$ cat config.mk
export PLATFORM = sky130hd
export DESIGN_NAME = seg7_scan_ctrl
export DESIGN_NICKNAME = d
export VERILOG_FILES = /design/src/rtl/seg7_pkg.sv /design/src/rtl/seg7_decode.sv /design/src/rtl/seg7_scan_ctrl.sv
export SDC_FILE = /design/constraint.sdc
export NUM_CORES = 1
export LEC_CHECK = 0
export ABC_CLOCK_PERIOD_IN_PS = 5450
export CORE_MARGIN = 5
export CORE_UTILIZATION = 60
export CTS_CLUSTER_SIZE = 10
export DETAILED_ROUTE_END_ITERATION = 16
export HOLD_SLACK_MARGIN = 0.08
export PLACE_DENSITY_LB_ADDON = 0.3
export SLEW_MARGIN = 20
export SYNTH_ARGS = -nofsm -noshare
export SYNTH_HDL_FRONTEND = slang
export SYNTH_SLANG_ARGS = --single-unit
$ cat constraint.sdc
create_clock -name clk -period 5.45 [get_ports clk]
set_clock_uncertainty 0.05 [all_clocks]
set_input_delay 0.545 -clock clk [delete_from_list [all_inputs] [get_ports clk]]
set_output_delay 0.545 -clock clk [all_outputs]
set_load 0.005 [all_outputs]
$ cat src/rtl/seg7_pkg.sv
// Shared constants for the 7-segment scan controller: display codes, segment patterns, FSM states.
// Segment bytes are active-low {dp,g,f,e,d,c,b,a}.
package seg7_pkg;

  localparam logic [4:0] CODE_BLANK = 5'h10;
  localparam logic [4:0] CODE_DASH  = 5'h11;

  localparam logic [7:0] SEG_OFF  = 8'hFF;
  localparam logic [7:0] SEG_DASH = 8'hBF;

  localparam logic [7:0] HEX_SEG [16] = '{
    8'hC0, 8'hF9, 8'hA4, 8'hB0,
    8'h99, 8'h92, 8'h82, 8'hF8,
    8'h80, 8'h90, 8'h88, 8'h83,
    8'hC6, 8'hA1, 8'h86, 8'h8E
  };

  typedef enum logic {
    ST_GUARD = 1'b0,
    ST_SCAN  = 1'b1
  } scan_state_t;

endpackage

$ cat src/rtl/seg7_decode.sv
// Combinational display-code decoder: 5-bit code -> blank flag plus active-low segment byte.
// Codes 0x12-0x1F decode the same as CODE_BLANK.
module seg7_decode
  import seg7_pkg::*;
(
  input  logic [4:0] code,
  output logic       blank,
  output logic [7:0] seg_n
);

  always_comb begin
    blank = 1'b1;
    seg_n = SEG_OFF;
    if (code[4] == 1'b0) begin
      blank = 1'b0;
      seg_n = HEX_SEG[code[3:0]];
    end else if (code == CODE_DASH) begin
      blank = 1'b0;
      seg_n = SEG_DASH;
    end
  end

endmodule

$ cat src/rtl/seg7_scan_ctrl.sv
// Six-input 7-segment scan scheduler: per-digit dwell slot, optional all-off guard gap,
// per-frame code snapshot. Optional brightness gating under `SEG7_SCAN_DIMMING_EN.
module seg7_scan_ctrl
  import seg7_pkg::*;
#(
  parameter int unsigned D     = 6,
  parameter int unsigned DWELL = 50_000,
  parameter int unsigned GUARD = 500
) (
  input  logic         clk,
  input  logic         rst,
  input  logic [4:0]   in0,
  input  logic [4:0]   in1,
  input  logic [4:0]   in2,
  input  logic [4:0]   in3,
  input  logic [4:0]   in4,
  input  logic [4:0]   in5,
  input  logic [2:0]   bright,
  output logic [D-1:0] an_n,
  output logic [7:0]   seg_n,
  output logic         frame_tick
);

  localparam int unsigned CNT_MAX = (DWELL > GUARD) ? DWELL : GUARD;
  localparam int unsigned CW      = $clog2(CNT_MAX);
  localparam int unsigned IW      = (D > 1) ? $clog2(D) : 1;

  localparam logic [CW-1:0] DWELL_LAST = CW'(DWELL - 1);
  localparam logic [CW-1:0] GUARD_LAST = CW'((GUARD > 0) ? GUARD - 1 : 0);
  localparam logic [IW-1:0] IDX_LAST   = IW'(D - 1);

  scan_state_t   state, state_nx;
  logic [CW-1:0] cnt, cnt_nx;
  logic [IW-1:0] idx, idx_nx;
  logic          snap;

  logic [4:0]    in_vec [8];
  logic [4:0]    shadow [D];
  logic [2:0]    in_sel;
  logic [4:0]    code_nx;
  logic          blank_nx;
  logic [7:0]    seg_nx;
  logic          in_window;
  logic          lit_nx;

  always_comb begin
    in_vec[0] = in0;
    in_vec[1] = in1;
    in_vec[2] = in2;
    in_vec[3] = in3;
    in_vec[4] = in4;
    in_vec[5] = in5;
    in_vec[6] = CODE_BLANK;
    in_vec[7] = CODE_BLANK;
  end

  always_comb begin
    state_nx = state;
    cnt_nx   = cnt + 1'b1;
    idx_nx   = idx;
    unique case (state)
      ST_GUARD: begin
        if (GUARD == 0 || cnt == GUARD_LAST) begin
          state_nx = ST_SCAN;
          cnt_nx   = '0;
        end
      end
      ST_SCAN: begin
        if (cnt == DWELL_LAST) begin
          cnt_nx   = '0;
          idx_nx   = (idx == IDX_LAST) ? '0 : idx + 1'b1;
          state_nx = (GUARD == 0) ? ST_SCAN : ST_GUARD;
        end
      end
      default: ;
    endcase
    // A fresh SCAN slot for digit 0 marks the frame boundary (covers the GUARD == 0 back-to-back case).
    snap = (state_nx == ST_SCAN) && (idx_nx == '0) &&
           (state == ST_GUARD || cnt == DWELL_LAST);
  end

  // Outputs are registered from next-state, so the snapshot cycle must bypass the shadow regs.
  assign in_sel  = 3'(idx_nx);
  assign code_nx = snap ? in_vec[in_sel] : shadow[idx_nx];

  seg7_decode u_decode (
    .code  (code_nx),
    .blank (blank_nx),
    .seg_n (seg_nx)
  );

`ifdef SEG7_SCAN_DIMMING_EN
  logic [2:0] bright_q;
  logic [2:0] bright_nx;

  assign bright_nx = snap ? bright : bright_q;
  assign in_window = (32'(cnt_nx) < (DWELL >> 3) * (32'(bright_nx) + 32'd1));

  always_ff @(posedge clk or posedge rst) begin
    if (rst) begin
      bright_q <= '0;
    end else if (snap) begin
      bright_q <= bright;
    end
  end
`else
  logic unused_bright;
  assign unused_bright = ^bright;
  assign in_window     = 1'b1;
`endif

  assign lit_nx = (state_nx == ST_SCAN) && !blank_nx && in_window;

  always_ff @(posedge clk or posedge rst) begin
    if (rst) begin
      state      <= ST_GUARD;
      cnt        <= '0;
      idx        <= '0;
      an_n       <= '1;
      seg_n      <= SEG_OFF;
      frame_tick <= 1'b0;
      for (int unsigned i = 0; i < D; i++) begin
        shadow[i] <= CODE_BLANK;
      end
    end else begin
      state      <= state_nx;
      cnt        <= cnt_nx;
      idx        <= idx_nx;
      frame_tick <= snap;
      if (snap) begin
        for (int unsigned i = 0; i < D; i++) begin
          shadow[i] <= in_vec[i];
        end
      end
      an_n  <= lit_nx ? ~(D'(1) << idx_nx) : '1;
      seg_n <= lit_nx ? seg_nx : SEG_OFF;
    end
  end

endmodule
==> After elaboration in Yosys (flattened, before gate mapping) <==
Memory sizes are Yosys's and may differ from the RTL's.
Cells that the tools add are included.
{ "classes": {"n_bitwise": 4, "mux": 24, "magnitude_cmp": 2, "add_sub_neg": 2, "n_reduce_logical": 6, "n_eq_ne": 4, "mul": 0, "shift": 1, "n_div": 0} }
{ "op_table": {"columns": ["op", "count"], "rows": [
  ["$mux W16", 2],
  ["$mux W8", 4],
  ["$pmux W16 S2", 1],
  ["$bmux W5 S3", 2],
  ["$mux W5", 5],
  ["$add A16 B1 Y16 const B", 1],
  ["$eq A16 B16 Y1 const B", 1],
  ["$eq A16 B9 Y1 const B", 1],
  ["$mux W3", 3],
  ["$mux W7", 1],
  ["$mux W6", 1],
  ["$not A6 Y6", 1],
  ["$shl A1 B3 Y6 const A", 1],
  ["$eq A5 B5 Y1 const B", 1],
  ["$ge A5 B5 Y1 const B", 1],
  ["$not A4 Y5", 1],
  ["$ge A4 B4 Y1 const B", 1],
  ["$mux W1", 4],
  ["$not A3 Y4", 1],
  ["$add A3 B1 Y3 const B", 1],
  ["$eq A3 B3 Y1 const B", 1],
  ["$logic_and A1 B1 Y1", 3],
  ["$logic_not A3 Y1", 1],
  ["$pmux W1 S2", 1],
  ["3 further kinds", 3]
]} }
{ "word_totals": {"mem_bits_ro": 128, "register_bits": 65, "wordCells": 56, "mem_count": 1, "in_bits": 35, "latchBits": 0, "ramBits": 0, "out_inout_bits": 15} }
{ "memory_table": {"columns": ["name", "words", "word_bits", "rd", "rd_ports_with_merged_regs", "wr", "line_no", "rtl"], "rows": [
  ["(name not given)", 16, 8, 1, 0, 0, "seg7_decode.sv:16", "seg_n = HEX_SEG[code[3:0]];"]
]} }

==> Logic depth before layout (Yosys ltp) <==
{ "depth": {"ltp_word": 15, "depth_mapped": 12, "mapped_depth_nobuf": 11} }

==> Hierarchy <==
A second synthesis with hierarchy kept.
{ "unflattened": {"hier_cells": 419, "area_unflattened_um2": 3702.3} }
{ "by_module_without_submodules": {"columns": ["module", "cells_each", "n_inst", "area_each_um2"], "rows": [
  ["seg7_scan_ctrl", 375, 1, 3378.2],
  ["seg7_decode", 44, 1, 324.1]
]} }

==> Worst setup path after synthesis <==
OpenSTA, ideal clock, no wires.
{ "synth_timing": {"kind": "reg2reg", "startpoint": "register cnt[11]", "endpoint": "register seg_n[3]", "synth_period_minus_slack_ns": 3.254, "t_required_ns": 5.306, "setup_ns": 0.094, "path_buffers": 0, "slack_ns": 2.196, "stages_incl_launch_ff": 9, "arrival_time_ns": 3.110, "path_cell_list": "dfrtp_1 > or4_4 > nor4_4 > mux2_2 > nor2_1 > mux2i_4 > ha_1 > a221oi_2 > o211ai_1"} }
{ "synth_between": {"elab_chain_cells": 14} }
{ "synth_rtl": {"columns": ["item", "line_no", "rtl"], "rows": [
  ["start: declaration", "seg7_scan_ctrl.sv:33", "logic [CW-1:0] cnt, cnt_nx;"],
  ["start signal: assignment", "seg7_scan_ctrl.sv:127", "cnt <= cnt_nx;"],
  ["$eq A16 B16 Y1", "seg7_scan_ctrl.sv:69, seg7_scan_ctrl.sv:79", null],
  ["$mux W3", "seg7_scan_ctrl.sv:69", "if (cnt == DWELL_LAST) begin"],
  ["$mux W3", "seg7_scan_ctrl.sv:61", "unique case (state)"],
  ["$not A3 Y4 (implied by the code)", "seg7_scan_ctrl.sv:84", "assign code_nx = snap ? in_vec[in_sel] : shadow[idx_nx];"],
  ["$bmux W5 S3", "seg7_scan_ctrl.sv:84", null],
  ["$mux W5 (implied by the code) (2 in a row)", "seg7_scan_ctrl.sv:84", null],
  ["$mux W5", "seg7_scan_ctrl.sv:84", null],
  ["$not A4 Y5 (implied by the code) / $eq A5 B5 Y1 (equally long branches)", "seg7_decode.sv:16, seg7_decode.sv:17", null],
  ["$mem_v2 Z16 W8 / $mux W1 (equally long branches)", null, null],
  ["$mux W8 (implied by the code) / $mux W1 (equally long branches)", "seg7_decode.sv:16, seg7_decode.sv:14", null],
  ["$mux W8 (implied by the code) / $logic_not A1 Y1 (equally long branches)", "seg7_decode.sv:16, seg7_scan_ctrl.sv:112", null],
  ["$mux W8 / $logic_and A1 B1 Y1 (equally long branches)", "seg7_decode.sv:14, seg7_scan_ctrl.sv:112", null],
  ["$mux W8 (*)", "seg7_scan_ctrl.sv:136", "seg_n <= lit_nx ? seg_nx : SEG_OFF;"],
  ["end signal: assignment", "seg7_scan_ctrl.sv:136", null],
  ["end: declaration", "seg7_scan_ctrl.sv:20", "output logic [7:0] seg_n,"]
]} }
Mark *: on every way between the ends. The rest lies on a longest branch, timed or not. The select of a mux whose other input is x is not followed.
A chain may end at the register's enable or synchronous reset.

==> Worst setup path after layout <==
Same ends and word-level chain as after synthesis.

==> flow_summary.yaml <==
cells_and_area:
  layout_commonest_cell: "nand2_1"
  instances_no_fill: 536
  nets: 495
  antennaDiodeCount: 0
  drive_above_1_share_pct: 13.4
  synthToLayoutAreaGrowth_pct: 19.0
  final_area_um2: 4460
  utilization_pct: 74.5
  final_cell_mix: "nand2_1 (111), dfrtp_1 (45), clkdlybuf4s50_1 (45)"
min_path:
  hp-start: "shadow[14]"
  min_to: "shadow[14]"
  min_path_cells: 2
  hp-class: "reg2reg"
power:
  power_switching_mw: 0.209
  p_per_area_nw_per_um2: 222
  internal-power_mw: 0.780
  seqPwrFrac_pct: 48.0
  p_leak_nw: 1.82
  peakVddDrop_uv: 175
  clkPwrFrac_pct: 48.3
  power_frac_comb_pct: 3.7
  swShare_pct: 21.1
synthesis:
  synthMuxAreaShare_pct: 8.38
  synth-main-ff-cell: "dfrtp_1"
  synth_area_um2: 3750
  synthDistinctLibCells: 63
  synth-simple-area-share_pct: 27.7
  netlist_instances: 416
  yosysWarningCount: 0
  syn_area_per_cell_um2: 9.01
  synth_top_family_by_area: "simple AND/OR/NAND/NOR gates"
  synth-compound-area-share_pct: 12.6
  ys_ff_latch: 64
  synth_adder_area_share_pct: 1.34
  synth_fp_nets: 455
  synth_edf_count: 0
  yosysSeqAreaShare_pct: 43.4
  synth_xor_area_share_pct: 3.27
  yosysTopAreaCell: "dfrtp_1"
  synth_top_area_share_pct: 30.0
  synthArstFlopShare_pct: 100
  synth_area_leaders: "dfrtp_1 (30%), dfstp_2 (13%), nand2_1 (11%)"
route:
  drt_wl_total_mm: 9.06
  drt_iter0_markers: 228
  met2WireLength_mm: 4.38
  wl_met3_um: 706
  vias: 3331
  m1WireLength_mm: 3.73
  ant_nets: 0
  vias_per_cell: 6.21
  dr.pass1.iters: 6
  top_layer: "met4"
  route.detailed.drc: 0
  wl_per_cell_um: 16.9
setup_path:
  crit_path_end_kind: "flop"
  path_class: "reg2reg"
  crit_path_start_kind: "flop"
  r2r_end: "seg_n[3]"
  rrSetupSlack_ps: 1530
  reg2reg_depth: 10
  cp_max_fo: 31
  rr_startpoint: "cnt[11]"
  arrival_ps: 4130
  crit_required_ps: 5660
floorplan:
  dieArea_um2: 7930
  start_util_pct: 62.6
  die_h_um: 89.0
  placementRows: 28
  io_pins: 50
  die_w_um: 89.0
  core_area_um2: 5990
global_routing:
  grt_max_degree: 65
  antenna_found_initial: 0
  grt_pass1_wl_mm: 15.1
  grt_pass1_vias: 3131
  overflow: 0
  track_usage_pct: 24.6
timing:
  fin_crit_ps: 3920
  setup_tns_ps: 0
  rsz0062_at_grt: "false"
  worst_pin_slew_ps: 1130
  drv_slew: 0
  finalCritPeriodShare_pct: 71.9
  fmax_mhz: 255
  worst_slack_ps: 1530
  finalHoldViolCount: 0
  setup_viol: 0
  maxSlewHeadroom_pct: 24.9
clock_tree:
  clock_path_buffers: 2
  cts_root_buffer: "clkbuf_8"
  cts_resized: 0
  path_clk_slew_ps: 80
  cts_setup_buffers: 0
  cts_sinks: 64
  hold_buffers: 0
  numCtsBuffers: 9
  insertion_delay_ps: 350
  cts_tree: "yes"
  h-tree-depth: 3
status:
  status: "finished clean"
placed_design:
  dp_cells: 520
  dpl-instance-area_um2: 4230
  place_ws_ps: 1610
  place_congestion: 0.877
  hpwl_mm: 6.08
  portBuffers: 45
flow_run:
  drv_cap: 0
==> worst max path at each step <==
stage	from	endpoint	slack, ps	cells past startpoint
after floorplan	cnt[11]	seg_n[3]	2200	8
after global placement	cnt[11]	seg_n[3]	1690	10
after detailed placement	cnt[11]	seg_n[3]	1610	10
after CTS	cnt[11]	seg_n[3]	1560	10
after global routing	cnt[11]	seg_n[1]	1320	11
final	cnt[11]	seg_n[3]	1530	10
==> layer usage <==
metal  GRT usage, %  vias to the layer above
met5              0                        -
met4           10.8                        0
met3           5.16                       21
met2           39.1                      163
met1           32.8                     1601
li1               -                     1546
==> synth_stat cells, types with 4 or more instances <==
library cell  instances
and3_1                5
ha_1                  4
mux2i_1              19
nand4_1              12
a22oi_1               4
o211ai_1             10
xor2_1                8
inv_1                 8
dfrtp_1              45
dfstp_2              19
nor2b_1               4
nor4b_1               5
o21ai_0               8
a21oi_1              12
nand3_1              17
and4_1                4
nor2_1               28
and2_1                4
mux2_2                8
xnor2_1               6
nor3_1                5
buf_1                 4
clkbuf_1             11
nand2_1             111
nand2b_1              5
==> sequential cells by signal, summed over array words and instances, names as in the netlist <==
signal and count:
shadow 30, frame_tick 1, idx 3, an_n 6, state 1, cnt 16
seg_n 7
==> layout make-up <==
type	count	area, um2
clock buffer	12	155
sequential	64	1630
tap	75	93.8
clock inverter	4	76.3
fill	445	1530
inverter	9	33.8
multi-input combinational	324	2000
timing repair buffer	48	473
==> critical path, cell delays in order (launching register included) <==
cell      delay [ps]
dfrtp_1          440
or4_4            620
nor4_4           730
mux2i_1          250
nand2b_1         130
buf_4            310
mux2_2           450
inv_1            170
ha_1             280
a221oi_2         250
o211ai_1         120
==> through the flow <==
stage               hold WS [ps]  power (mW)
detailed placement           399       0.521
floorplan                    382       0.494
global route                 432        1.02
global placement             393       0.520
CTS                          408       0.994
finish                       403       0.990
==> cell families (layout without fill, tap and decap cells) <==
| kind of cell | after synthesis | after routing |
|---|---|---|
| DFF | 64 | 64 |
| AOI/OAI and AO/OA | 63 | 63 |
| muxes | 29 | 29 |
| adders and majority gates | 4 | 4 |
| xor gates and xnor gates | 14 | 14 |
| other | 1 | 1 |
| and+or+nand+nor | 213 | 213 |
| buffers and inverters | 28 | 73 |
==> power by group through the flow <==
stage / combinational (mW) / sequential (mW) / clock [mW]
2_1_floorplan: 0.00968 / 0.484 / 0
3_3_place_gp: 0.0360 / 0.484 / 0
3_5_place_dp: 0.0367 / 0.484 / 0
4_1_cts: 0.0371 / 0.475 / 0.481
5_1_grt: 0.0398 / 0.475 / 0.505
6_report: 0.0365 / 0.475 / 0.478
No activity file was read; power rests on OpenSTA's default activity.
==> edit (config.mk and constraints unchanged) <==
Put one more register stage on the output `seg_n`, cleared by the reset. The value now appears one clock later. The other outputs are not delayed to match.
--- a/src/rtl/seg7_scan_ctrl.sv
+++ b/src/rtl/seg7_scan_ctrl.sv
@@ -28,6 +28,8 @@
   localparam logic [CW-1:0] DWELL_LAST = CW'(DWELL - 1);
   localparam logic [CW-1:0] GUARD_LAST = CW'((GUARD > 0) ? GUARD - 1 : 0);
   localparam logic [IW-1:0] IDX_LAST   = IW'(D - 1);
+
+  logic [7:0] seg_n_s0;
 
   scan_state_t   state, state_nx;
   logic [CW-1:0] cnt, cnt_nx;
@@ -117,7 +119,7 @@
       cnt        <= '0;
       idx        <= '0;
       an_n       <= '1;
-      seg_n      <= SEG_OFF;
+      seg_n_s0   <= SEG_OFF;
       frame_tick <= 1'b0;
       for (int unsigned i = 0; i < D; i++) begin
         shadow[i] <= CODE_BLANK;
@@ -133,7 +135,15 @@
         end
       end
       an_n  <= lit_nx ? ~(D'(1) << idx_nx) : '1;
-      seg_n <= lit_nx ? seg_nx : SEG_OFF;
+      seg_n_s0 <= lit_nx ? seg_nx : SEG_OFF;
+    end
+  end
+
+  always_ff @(posedge clk or posedge rst) begin
+    if (rst) begin
+      seg_n <= '0;
+    end else begin
+      seg_n <= seg_n_s0;
     end
   end
 
Formal check against the unedited RTL: not equivalent (a bounded check fails within 4 cycles, from zero or initial values and one cycle with rst high).
==> edit against the original RTL <==
Clock power is 1% lower. Global-route usage is 1.2 points lower. Die area is 8.4% higher. Critical path depth is 1 higher. Total power is 6.0% higher. Sequential cell count is 8 higher. Routed wire length is 6.6% higher. Non-clock buffer count is 5 higher. Setup slack worse by 130 ps. Largest cell class unchanged. Highest routed layer unchanged. Combinational power is 13% higher. Cell area is 8.5% higher. Utilization is 2.4 points lower. Synthesized cell count is 7.0% higher. Area after synthesis is 9.5% higher.
==> edit: results (changes against the original RTL) <==
metric	value	unit	change
cts_buffer_depth	2		unchanged
gp_congestion	0.879		was 0.877
cts_resized	0		unchanged
port_buffers	46		was 45
ys_top_cells_by_area	dfrtp_1, dfstp_2, nand2_1		unchanged
drt_pass1_iterations	5		was 6
yosys_warnings	0		unchanged
num-fill-cells	475		was 445
status	finished, final reports clean		unchanged
setup.worst_path.class	flop to flop		unchanged
max-vdd-ir-drop	0.000176	V	was 0.000175 V
async_reset_ff_share	100	%	unchanged
path_max_fanout	18		was 31
dp_slack	1490	ps	was 1610 ps
clock_latency	350	ps	about the same
h-tree-depth	3		unchanged
synth_fp_nets	484		was 455
cts-buffers-inserted	9		unchanged
p_leak	2.03	nW	was 1.82 nW
syn_area_per_cell	9.23	µm²	was 9.01 µm²
antennaDiodeCount	0		unchanged
grt_pass1_wl	16000	µm	was 15,100 µm
synth_cell_type_count	72		was 63
min-delay-start	seg_n_s0[0]		was shadow[14]
worstPathArrival	4260	ps	was 4130 ps
grt_pass1_vias	3355		was 3,131
final_layout_size_suffix_gt1_share	15.1	%	was 13.4%
clk_pin_slew	80	ps	about the same
seq_area_frac_synth	44.5	%	was 43.4%
synth_common_cells	nand2_1, dfrtp_1, nand3_1, nor2_1, dfstp_2		was nand2_1, dfrtp_1, nor2_1, dfstp_2, mux2i_1
fin_cells	570		was 536
dp_cells	554		was 520
worst_pin_slew	932	ps	was 1130 ps
clockRootBuffer	clkbuf_8		unchanged
min-delay-path-class	flop to flop		unchanged
cts_setup_buffers	0		unchanged
antenna_found_initial	0		unchanged
nets	524		was 495
first_iter_violations	387		was 228
grt_max_degree	73		was 65
num_vias	3555		was 3,331
place_hpwl	6420	µm	was 6080 µm
wire_per_inst	16.9	µm	about the same
track_usage	23.5	%	was 24.6%
top_regs	shadow: 30 flops, cnt: 16 flops, seg_n: 8 flops		was shadow: 30 flops, cnt: 16 flops, seg_n: 7 flops
edit: cell types whose count changed in the layout (fill, tap and decap cells not counted), sizes merged, moves of 4 or more:
cell    before  now
nor2        28   21
o211ai      10    2
nor4         4    8
nand2b       5    1
nor3         6   13
o21ai       11   16
nor4b        5    1
a21oi       12   17
dfrtp       45   53
buf          3    7
edit: final timing paths:
path	endpoint	slack [ps]	depth (start not counted)
min reg2reg	seg_n[0]	330	0
max in group asynchronous	shadow[26]	4040	3
min in group asynchronous	seg_n[2]	740	3
min	seg_n[0]	330	0
max reg2reg	seg_n_s0[3]	1400	11
max	seg_n_s0[3]	1400	11
edit: layout make-up:
| cell class | count | area [µm²] | area share, % |
|---|---|---|---|
| repair buffers | 53 | 513 | 10.6 |
| flip-flops and latches | 72 | 1830 | 37.7 |
| clock inverters | 5 | 80.1 | 1.65 |
| well taps | 80 | 100 | 2.07 |
| inverters | 10 | 37.5 | 0.775 |
| clock buffers | 11 | 141 | 2.92 |
| multi-input cells | 339 | 2140 | 44.3 |
edit: stage by stage:
stage | total power [mW] | hold slack, ps | area, µm²
6_report | 1.05 | 330 | 4840
5_1_grt | 1.08 | 328 | 4840
4_1_cts | 1.05 | 329 | 4840
3_5_place_dp | 0.586 | 331 | 4620
3_3_place_gp | 0.586 | 330 | 4620
2_1_floorplan | 0.557 | 329 | 4110
edit: kinds of logic (layout without fill, tap and decap cells):
family | after synthesis | count (layout) | share of synthesized area, %
adder cells (fa/ha/maj) | 4 | 4 | 1.22
AO/OA/AOI/OAI | 72 | 72 | 13.4
AND/OR/NAND/NOR | 219 | 219 | 26.6
XOR/XNOR | 14 | 14 | 2.99
other | 1 | 1 | 0.0913
multiplexers | 29 | 29 | 7.80
flip-flops | 72 | 72 | 44.5
buffers and inverters | 34 | 79 | 3.41
edit: report_power, final:
part | switching [mW] | internal, mW | total, mW
clock | 0.203 | 0.270 | 0.473
combinational | 0.0180 | 0.0232 | 0.0412
sequential | 0.0000713 | 0.535 | 0.535
edit: metal layers:
metal / part of all wire (%) / GRT usage, % / wire length (µm)
met2: 47 / 37.6 / 4530
met4: 3.4 / 10.9 / 333
met1: 42 / 31.0 / 4050
met5: 0 / 0 / 0
met3: 7.7 / 4.22 / 740
edit: critical path: stages (launching register included):
cell and delay (ps):
dfrtp_1 430, or4_1 740, nor4_4 330, buf_4 270, mux4_1 590, a221oi_1 400, a31oi_4 150, ha_1 340
inv_1 100, nor3_1 80, a2111oi_2 370, a21oi_1 90
